`config.mk`:
```
export PLATFORM = sky130hd
export DESIGN_NAME = syscon_sink_flat
export DESIGN_NICKNAME = d
export VERILOG_FILES = /design/src/rtl/syscon_sink_if.sv /design/src/rtl/syscon_sink.sv /design/src/flat_wrapper.sv
export SDC_FILE = /design/constraint.sdc
export NUM_CORES = 1
export LEC_CHECK = 0
export BUFFER_PORTS_ARGS = -buffer_cell sky130_fd_sc_hd__buf_2
export CAP_MARGIN = 40
export CORE_AREA = 3 3 74 76
export CTS_BUF_LIST = sky130_fd_sc_hd__clkbuf_4 sky130_fd_sc_hd__clkbuf_8
export CTS_CLUSTER_DIAMETER = 60
export CTS_CLUSTER_SIZE = 20
export DETAILED_ROUTE_END_ITERATION = 7
export DIE_AREA = 0 0 77 79
export PLACE_DENSITY_LB_ADDON = 0.12
export SYNTH_ARGS = -nofsm -noshare
export SYNTH_HDL_FRONTEND = slang
export SYNTH_SLANG_ARGS = --single-unit
```
`constraint.sdc`:
```
create_clock -name clk -period 2.6 [get_ports clk]
set_clock_uncertainty 0.2 [all_clocks]
set_input_delay 0.39 -clock clk [delete_from_list [all_inputs] [get_ports clk]]
set_output_delay 0.39 -clock clk [all_outputs]
set_load 0.03 [all_outputs]
```
`src/rtl/syscon_sink_if.sv`:
```
// Pin pair from a remote syscon plus the qualified local signals derived from it.
`timescale 1ns/1ps
interface syscon_sink_if #(
    parameter int PERIOD_W = 8
);
    logic                clk_pin;
    logic                rst_pin;
    logic                rst_out;
    logic                clk_rise;
    logic                clk_fall;
    logic [PERIOD_W-1:0] period;
    logic                period_valid;
    logic                locked;
    logic                clk_lost;

    modport master (
        output clk_pin, rst_pin,
        input  rst_out, clk_rise, clk_fall, period, period_valid, locked, clk_lost
    );

    modport slave (
        input  clk_pin, rst_pin,
        output rst_out, clk_rise, clk_fall, period, period_valid, locked, clk_lost
    );
endinterface

```
`src/rtl/syscon_sink.sv`:
```
// syscon_sink: turns a remote clk_pin/rst_pin pair into local edge pulses, a period measure and a stretched reset.
// Optional macro SYSCON_SINK_GLITCH_FILTER_EN qualifies the synchronised rst_pin with a 3-sample filter.
`timescale 1ns/1ps
module syscon_sink #(
    parameter int SYNC_STAGES = 2,
    parameter int RST_HOLD    = 4,
    parameter int TIMEOUT     = 16,
    parameter int PERIOD_W    = 8
) (
    input  logic         clk,
    input  logic         rst,
    syscon_sink_if.slave bus
);
    localparam int HOLD_W = (RST_HOLD > 1) ? $clog2(RST_HOLD) : 1;
    localparam int IDLE_W = $clog2(TIMEOUT + 1);
    localparam logic [HOLD_W-1:0]   HOLD_LAST = HOLD_W'(RST_HOLD - 1);
    localparam logic [IDLE_W-1:0]   IDLE_MAX  = IDLE_W'(TIMEOUT);
    localparam logic [PERIOD_W-1:0] PER_MAX   = '1;

    typedef enum logic [1:0] {HOLD = 2'd0, WAIT = 2'd1, RUN = 2'd2, LOST = 2'd3} state_t;

    state_t               state;
    logic [SYNC_STAGES-1:0] clk_sync;
    logic [SYNC_STAGES-1:0] rst_sync;
    logic                 clk_pin_s;
    logic                 rst_pin_s;
    logic                 rst_pin_q;
    logic                 clk_pin_d;
    logic                 clk_rise;
    logic                 clk_fall;
    logic [HOLD_W-1:0]    hold_cnt;
    logic [IDLE_W-1:0]    idle_cnt;
    logic [IDLE_W-1:0]    idle_next;
    logic                 idle_hit;
    logic [PERIOD_W-1:0]  per_cnt;
    logic [PERIOD_W-1:0]  period;
    logic                 period_valid;
    logic                 rst_out;
    logic                 locked;
    logic                 clk_lost;

    assign clk_pin_s = clk_sync[SYNC_STAGES-1];
    assign rst_pin_s = rst_sync[SYNC_STAGES-1];

    always_ff @(posedge clk or negedge rst) begin
        if (!rst) begin
            clk_sync  <= '0;
            rst_sync  <= '0;
            clk_pin_d <= 1'b0;
            clk_rise  <= 1'b0;
            clk_fall  <= 1'b0;
        end else begin
            clk_sync  <= {clk_sync[SYNC_STAGES-2:0], bus.clk_pin};
            rst_sync  <= {rst_sync[SYNC_STAGES-2:0], bus.rst_pin};
            clk_pin_d <= clk_pin_s;
            clk_rise  <= clk_pin_s & ~clk_pin_d;
            clk_fall  <= ~clk_pin_s & clk_pin_d;
        end
    end

`ifdef SYSCON_SINK_GLITCH_FILTER_EN
    logic [1:0] rst_hist;
    logic       rst_filt;

    // The decision is taken combinationally so only two extra cycles are added each way.
    always_comb begin
        rst_pin_q = rst_filt;
        if (rst_pin_s && (&rst_hist))
            rst_pin_q = 1'b1;
        else if (!rst_pin_s && !(|rst_hist))
            rst_pin_q = 1'b0;
    end

    always_ff @(posedge clk or negedge rst) begin
        if (!rst) begin
            rst_hist <= 2'b00;
            rst_filt <= 1'b0;
        end else begin
            rst_hist <= {rst_hist[0], rst_pin_s};
            rst_filt <= rst_pin_q;
        end
    end
`else
    assign rst_pin_q = rst_pin_s;
`endif

    // An edge arriving in the very cycle the idle count would hit TIMEOUT clears it instead.
    always_comb begin
        if (clk_rise || clk_fall)
            idle_next = '0;
        else if (idle_cnt == IDLE_MAX)
            idle_next = IDLE_MAX;
        else
            idle_next = idle_cnt + IDLE_W'(1);
    end

    assign idle_hit = (idle_next == IDLE_MAX);

    always_ff @(posedge clk or negedge rst) begin
        if (!rst) begin
            idle_cnt <= '0;
            per_cnt  <= '0;
        end else begin
            idle_cnt <= idle_next;
            if (clk_rise)
                per_cnt <= PERIOD_W'(1);
            else if (per_cnt != PER_MAX)
                per_cnt <= per_cnt + PERIOD_W'(1);
        end
    end

    always_ff @(posedge clk or negedge rst) begin
        if (!rst) begin
            state        <= HOLD;
            hold_cnt     <= '0;
            period       <= '0;
            period_valid <= 1'b0;
            rst_out      <= 1'b1;
            locked       <= 1'b0;
            clk_lost     <= 1'b0;
        end else begin
            // Outputs default to the non-RUN values; each branch sets them for the state it lands in.
            period_valid <= 1'b0;
            rst_out      <= 1'b1;
            locked       <= 1'b0;
            clk_lost     <= 1'b0;
            if (rst_pin_q) begin
                state    <= HOLD;
                hold_cnt <= '0;
            end else begin
                case (state)
                    HOLD: begin
                        if (hold_cnt == HOLD_LAST)
                            state <= WAIT;
                        else
                            hold_cnt <= hold_cnt + HOLD_W'(1);
                    end
                    WAIT: begin
                        if (clk_rise) begin
                            state   <= RUN;
                            rst_out <= 1'b0;
                            locked  <= 1'b1;
                        end else if (idle_hit) begin
                            state    <= LOST;
                            clk_lost <= 1'b1;
                        end
                    end
                    RUN: begin
                        if (idle_hit) begin
                            state    <= LOST;
                            clk_lost <= 1'b1;
                        end else begin
                            rst_out <= 1'b0;
                            locked  <= 1'b1;
                            if (clk_rise) begin
                                period       <= per_cnt;
                                period_valid <= 1'b1;
                            end
                        end
                    end
                    default: begin
                        if (clk_rise || clk_fall)
                            state <= WAIT;
                        else
                            clk_lost <= 1'b1;
                    end
                endcase
            end
        end
    end

    assign bus.rst_out      = rst_out;
    assign bus.clk_rise     = clk_rise;
    assign bus.clk_fall     = clk_fall;
    assign bus.period       = period;
    assign bus.period_valid = period_valid;
    assign bus.locked       = locked;
    assign bus.clk_lost     = clk_lost;
endmodule

```
`src/flat_wrapper.sv`:
```
// flat-port wrapper written by rule: the top's interface ports become plain ports
module syscon_sink_flat 
#(
    parameter int SYNC_STAGES = 2,
    parameter int RST_HOLD    = 4,
    parameter int TIMEOUT     = 16,
    parameter int PERIOD_W    = 8
)
  (clk, rst, bus_clk_pin, bus_rst_pin, bus_rst_out, bus_clk_rise, bus_clk_fall, bus_period, bus_period_valid, bus_locked, bus_clk_lost);
  syscon_sink_if #(.PERIOD_W(PERIOD_W)) bus_i ();
  input  logic clk;
  input  logic rst;
  input wire logic [$bits(bus_i.clk_pin)-1:0] bus_clk_pin;
  input wire logic [$bits(bus_i.rst_pin)-1:0] bus_rst_pin;
  output wire logic [$bits(bus_i.rst_out)-1:0] bus_rst_out;
  output wire logic [$bits(bus_i.clk_rise)-1:0] bus_clk_rise;
  output wire logic [$bits(bus_i.clk_fall)-1:0] bus_clk_fall;
  output wire logic [$bits(bus_i.period)-1:0] bus_period;
  output wire logic [$bits(bus_i.period_valid)-1:0] bus_period_valid;
  output wire logic [$bits(bus_i.locked)-1:0] bus_locked;
  output wire logic [$bits(bus_i.clk_lost)-1:0] bus_clk_lost;
  assign bus_i.clk_pin = bus_clk_pin;
  assign bus_i.rst_pin = bus_rst_pin;
  assign bus_rst_out = bus_i.rst_out;
  assign bus_clk_rise = bus_i.clk_rise;
  assign bus_clk_fall = bus_i.clk_fall;
  assign bus_period = bus_i.period;
  assign bus_period_valid = bus_i.period_valid;
  assign bus_locked = bus_i.locked;
  assign bus_clk_lost = bus_i.clk_lost;
  syscon_sink #(.SYNC_STAGES(SYNC_STAGES), .RST_HOLD(RST_HOLD), .TIMEOUT(TIMEOUT), .PERIOD_W(PERIOD_W)) u_core (.clk(clk), .rst(rst), .bus(bus_i));
endmodule
```
### After elaboration in Yosys (flattened, before gate mapping)

Cells that the tools add are included.

| word-level totals | value |
|---|---|
| input bits | 4 |
| register bits after elaboration | 36 |
| output and inout bits | 14 |
| word-level logic and storage cells | 67 |

| cells by class | value |
|---|---|
| add/subtract/negate cells | 3 |
| muxes and demuxes | 28 |
| reductions and logical operators | 8 |
| eq/ne operators | 8 |
| bitwise logic cells | 6 |

Operators with widths:

| cell | number |
|---|---|
| 2-bit two-way mux | 8 |
| 8-bit two-way mux | 2 |
| 1-bit two-way mux | 12 |
| 5-bit equality test (second input constant) | 2 |
| 5-bit two-way mux | 2 |
| 8-bit by 1-bit adder with 8-bit output (second input constant) | 1 |
| 8-bit inequality test (second input constant) | 1 |
| 2-bit one-hot mux with 3 select lines | 1 |
| 5-bit by 1-bit adder with 5-bit output (second input constant) | 1 |
| 5-bit nonzero test | 1 |
| 2-bit equality test (second input constant) | 2 |
| 1-bit inverter | 4 |
| 1-bit one-hot mux with 2 select lines | 2 |
| 2-bit AND reduction | 2 |
| 4-bit AND reduction | 1 |
| 2-bit nonzero test | 2 |
| 3-bit by 1-bit inequality test with 1-bit output (second input constant) | 1 |
| 1-bit one-hot mux with 3 select lines | 1 |
| 2-bit by 1-bit adder with 2-bit output (second input constant) | 1 |
| 1-bit bitwise AND | 2 |
| 2-bit by 1-bit equality test with 1-bit output (second input constant) | 1 |
| 2-bit logical NOT | 1 |
| 2-bit by 1-bit inequality test with 1-bit output (second input constant) | 1 |
| 1-bit logical OR | 1 |

### Longest topological paths before layout

| depth | value |
|---|---|
| word-level depth | 8 |
| gate-level depth with buffers | 7 |

### Worst setup path before layout

No wires, ideal clock.

| path | value |
|---|---|
| path kind | register to register |
| start | register u_core.state[0] |
| end | register u_core.state[1] |
| setup time | 67 ps |
| period minus slack after synthesis | 1929 ps |
| cell stages (with the launch flop) | 8 |
| setup slack | 671 ps |
| arrival | 1663 ps |
| cell sequence | dfrtp_1 > inv_1 > ha_1 > nor2b_1 > clkbuf_1 > or3_1 > o32ai_1 > o41a_1 |

| on the way | value |
|---|---|
| word-level cells in the longest chain between the ends | 3 |
| elaborated cells between the ends (all ways) | 8 |

RTL lines:

| element | RTL line | RTL |
|---|---|---|
| from (decl) | syscon_sink.sv:22 | `state_t state;` |
| from (signal assigned) | syscon_sink.sv:114 | `state <= HOLD;` |
| from (signal assigned) | syscon_sink.sv:128 | `state <= HOLD;` |
| from (signal assigned) | syscon_sink.sv:134 | `state <= WAIT;` |
| 2-bit equality test (tied with other cells) | syscon_sink.sv:131 | `case (state)` |
| 2-bit one-hot mux with 3 select lines (tied with other cells) | syscon_sink.sv:131 |  |
| 2-bit two-way mux or 2-bit AND reduction (tied branches) | -- |  |

Several ways; a longest one is shown, not always the timed one.
A chain may end at the register's enable or synchronous reset.

### Worst setup path in the final report

| path | value |
|---|---|
| start | register u_core.state[1] |
| end | register u_core.state[0] |

The elaborated chain is that of the path after synthesis.

==> flow_summary.json <==
{
  "cts.htree.levels": 2,
  "drive_gt1_share_pct": 22.16,
  "drc": 0,
  "grt.overflow.total": 0,
  "final_area_um2": 1939,
  "r2r_cells": 6,
  "synthesis.nets": 157,
  "ys_ff_latch": 36,
  "maxClockFrequency_mhz": 484.7,
  "status": "finished, violations left",
  "hold_violations": 35,
  "dr.pass1.iters": 4,
  "cts_tree": "done",
  "finalCritPeriodShare_pct": 79.35,
  "grt_pass1_vias": 1225,
  "pwr-share-seq_pct": 49.4,
  "dpl-instance-area_um2": 1822,
  "grt_pass1_wl_mm": 5.685,
  "synthTopCellsByArea": "dfrtp_1 (52%), ha_1 (6.7%), mux2_2 (5.4%)",
  "critical_path.endpoint": "u_core.state[0]",
  "r2r_end": "u_core.state[0]",
  "cts_buffer_depth": 2,
  "critPathKind": "reg -> reg",
  "regToRegSetupSlack_ps": 540,
  "leakage_nw": 0.9448,
  "antenna_found_initial": 0,
  "die_w_um": 77,
  "rsz0062_at_grt": "false",
  "port-buffer-count": 17,
  "synth_edf_count": 0,
  "worstSetupStartpointType": "register",
  "post-cts-setup-buffer-count": 0,
  "start_util_pct": 35.03,
  "synth_top_area_share_pct": 52.24,
  "cp.required_ps": 2570,
  "cts_made_buffers": 5,
  "critPathMaxFanout": 7,
  "yosys_warnings": 0,
  "synth_flop_cell": "dfrtp_1",
  "tightest_slew_ps": 784.8,
  "syn_area_um2": 1677,
  "clk_latency_ps": 290,
  "arrival_ps": 2030,
  "irDropWorstVdd_mv": 0.2716,
  "globalRouteTotalUtil_pct": 11.77,
  "sw_frac_of_total_pct": 31.50,
  "core.rowCount": 25,
  "nets": 179,
  "wl_per_cell_um": 13.07,
  "cts-resized-gates": 0,
  "violations": "negative hold slack",
  "cp-end-kind": "register",
  "syn2layout_area_growth_pct": 15.67,
  "ys_async_sr_fraction_pct": 100.0,
  "drv_cap": 0,
  "grt_max_degree": 37,
  "yosysTopAreaCell": "dfrtp_1",
  "synthCells": 144,
  "first_iter_violations": 132,
  "diodes": 0,
  "cp_slowest_stage_delay_ps": 460,
  "ctsHoldBuffers": 2,
  "setup_viol": 0,
  "wl_mm": 3.058,
  "clkPwrFrac_pct": 29.4,
  "ys_seq_area_share_pct": 53.81,
  "tns_ps": 0,
  "die_h_um": 79,
  "place.gp.congestion": 0.8464,
  "combinationalPowerShare_pct": 21.2,
  "via_per_inst": 4.915,
  "via_count": 1150,
  "clock-sinks": 36,
  "finalMaxSlewViolations": 0,
  "die_area_um2": 6083,
  "avgSynthCellArea_um2": 11.64,
  "rr_startpoint": "u_core.state[1]",
  "setup.worst_path.start": "u_core.state[1]",
  "ant_nets": 0,
  "dp_hpwl_mm": 2.121,
  "hold_ws_ps": -20.12,
  "slew_headroom_pct": 47.68,
  "clockRootBuffer": "clkbuf_8",
  "min_period_ps": 2063,
  "core_area_um2": 4786,
  "io_pins": 18,
  "power_switching_uw": 453.5,
  "critPathSlowestCell": "nor2b_1",
  "p_int_uw": 985.9,
  "hold_path.class": "in -> async",
  "clk_pin_slew_worst_paths_ps": 70,
  "path_cells": "inv_1 > ha_1 > nor2b_1 > a311o_1 > a21oi_1 > a221o_1",
  "p_per_area_nw_per_um2": 742.2,
  "yosys.cell_types.count": 42
}
state kept, by name, summed over array words and instances, names as in the netlist:
name                     count
u_core.bus.period            8
u_core.bus.clk_lost          1
u_core.per_cnt               8
u_core.bus.clk_rise          1
u_core.clk_pin_d             1
u_core.bus.clk_fall          1
u_core.bus.locked            1
u_core.bus.rst_out           1
u_core.state                 2
u_core.idle_cnt              5
u_core.rst_sync              2
u_core.clk_sync              2
u_core.hold_cnt              2
u_core.bus.period_valid      1
worst max-delay path, delay by kind of cell (launching register included):
family | cells | cell delay, ps
DFF | 1 | 450
buffers and inverters | 1 | 130
adders and majority gates | 1 | 180
and+or+nand+nor | 1 | 460
AOI/OAI and AO/OA | 3 | 520
per-stage QoR:
step                      utilization [%]  total power [mW]  instances  hold WS [ps]  worst slack (ps)
after detailed placement            38.07             1.025        224         137.9             603.4
after global routing                40.52             1.548        234         51.35             413.7
after CTS                           40.52             1.457        234         11.94             586.0
final                               40.52             1.439        234        -20.12             537.0
after global placement              38.07             1.008        224         134.4             602.0
after floorplan                         -            0.9451        144        -105.6             670.6
routing by layer:
metal	share of wire (%)	global-route usage, %
met1	48	14.68
met5	0	0
met4	0.49	4.448
met2	46	18.47
met3	5.3	4.649
power groups by stage:
stage	Combinational (mW)	Sequential [mW]	Clock (mW)
floorplan	0.239	0.706	0
global placement	0.291	0.717	0
detailed placement	0.302	0.723	0
CTS	0.307	0.712	0.438
global route	0.349	0.729	0.470
finish	0.305	0.711	0.423
how the worst min path moves through the flow:
stage	end	slack, ps	depth (start not counted)
final	u_core.bus.period[5]	-20	1
after global routing	u_core.per_cnt[0]	50	1
after detailed placement	u_core.rst_sync[1]	140	0
after CTS	u_core.bus.period[5]	10	1
after floorplan	u_core.bus.clk_fall	-110	0
after global placement	u_core.clk_sync[1]	130	0
cell usage after synthesis (2+ instances only):
cell	instances
a21oi_1	4
and2_1	2
and3_1	3
and4_1	2
clkbuf_1	2
dfrtp_1	35
ha_1	9
inv_1	8
mux2_2	8
mux2i_1	4
nand2_1	3
nand2b_1	2
nand3_1	5
nand4_1	2
nor2_1	16
nor2b_1	4
nor3_1	5
o21ai_0	2
xnor2_1	3
xor2_1	3
cells by family (layout without fill, tap and decap cells):
kind of cell / count (synthesis) / in the layout / synth area share, %
AOI/OAI and AO/OA: 20 / 20 / 9.851
xor gates and xnor gates: 6 / 6 / 3.135
adders and majority gates: 9 / 9 / 6.717
buffers and inverters: 12 / 35 / 3.209
DFF: 36 / 36 / 53.81
muxes: 12 / 12 / 7.762
and+or+nand+nor: 49 / 49 / 15.52
cell usage in the layout (no fill, tap or decap), drive strengths merged, types with 2 or more instances in the layout:
cell type	count
a211oi	2
a21oi	4
and2	2
and3	3
and4	2
buf	17
clkbuf	7
dfrtp	35
dlygate4sd3	2
ha	9
inv	8
mux2	8
mux2i	4
nand2	3
nand2b	2
nand3	5
nand4	2
nor2	16
nor2b	4
nor3	5
o21ai	2
xnor2	3
xor2	3
area by class of cell:
class                           instances  area [um2]
Inverter                                8       30.03
Timing Repair Buffer                   19       105.1
Fill cell                             460        2846
Clock buffer                            7       90.09
Clock inverter                          1       7.507
Multi-Input combinational cell         96       720.7
Tap cell                               67       83.83
Sequential cell                        36       902.1
Note: power is estimated with default switching activity, not from simulation.
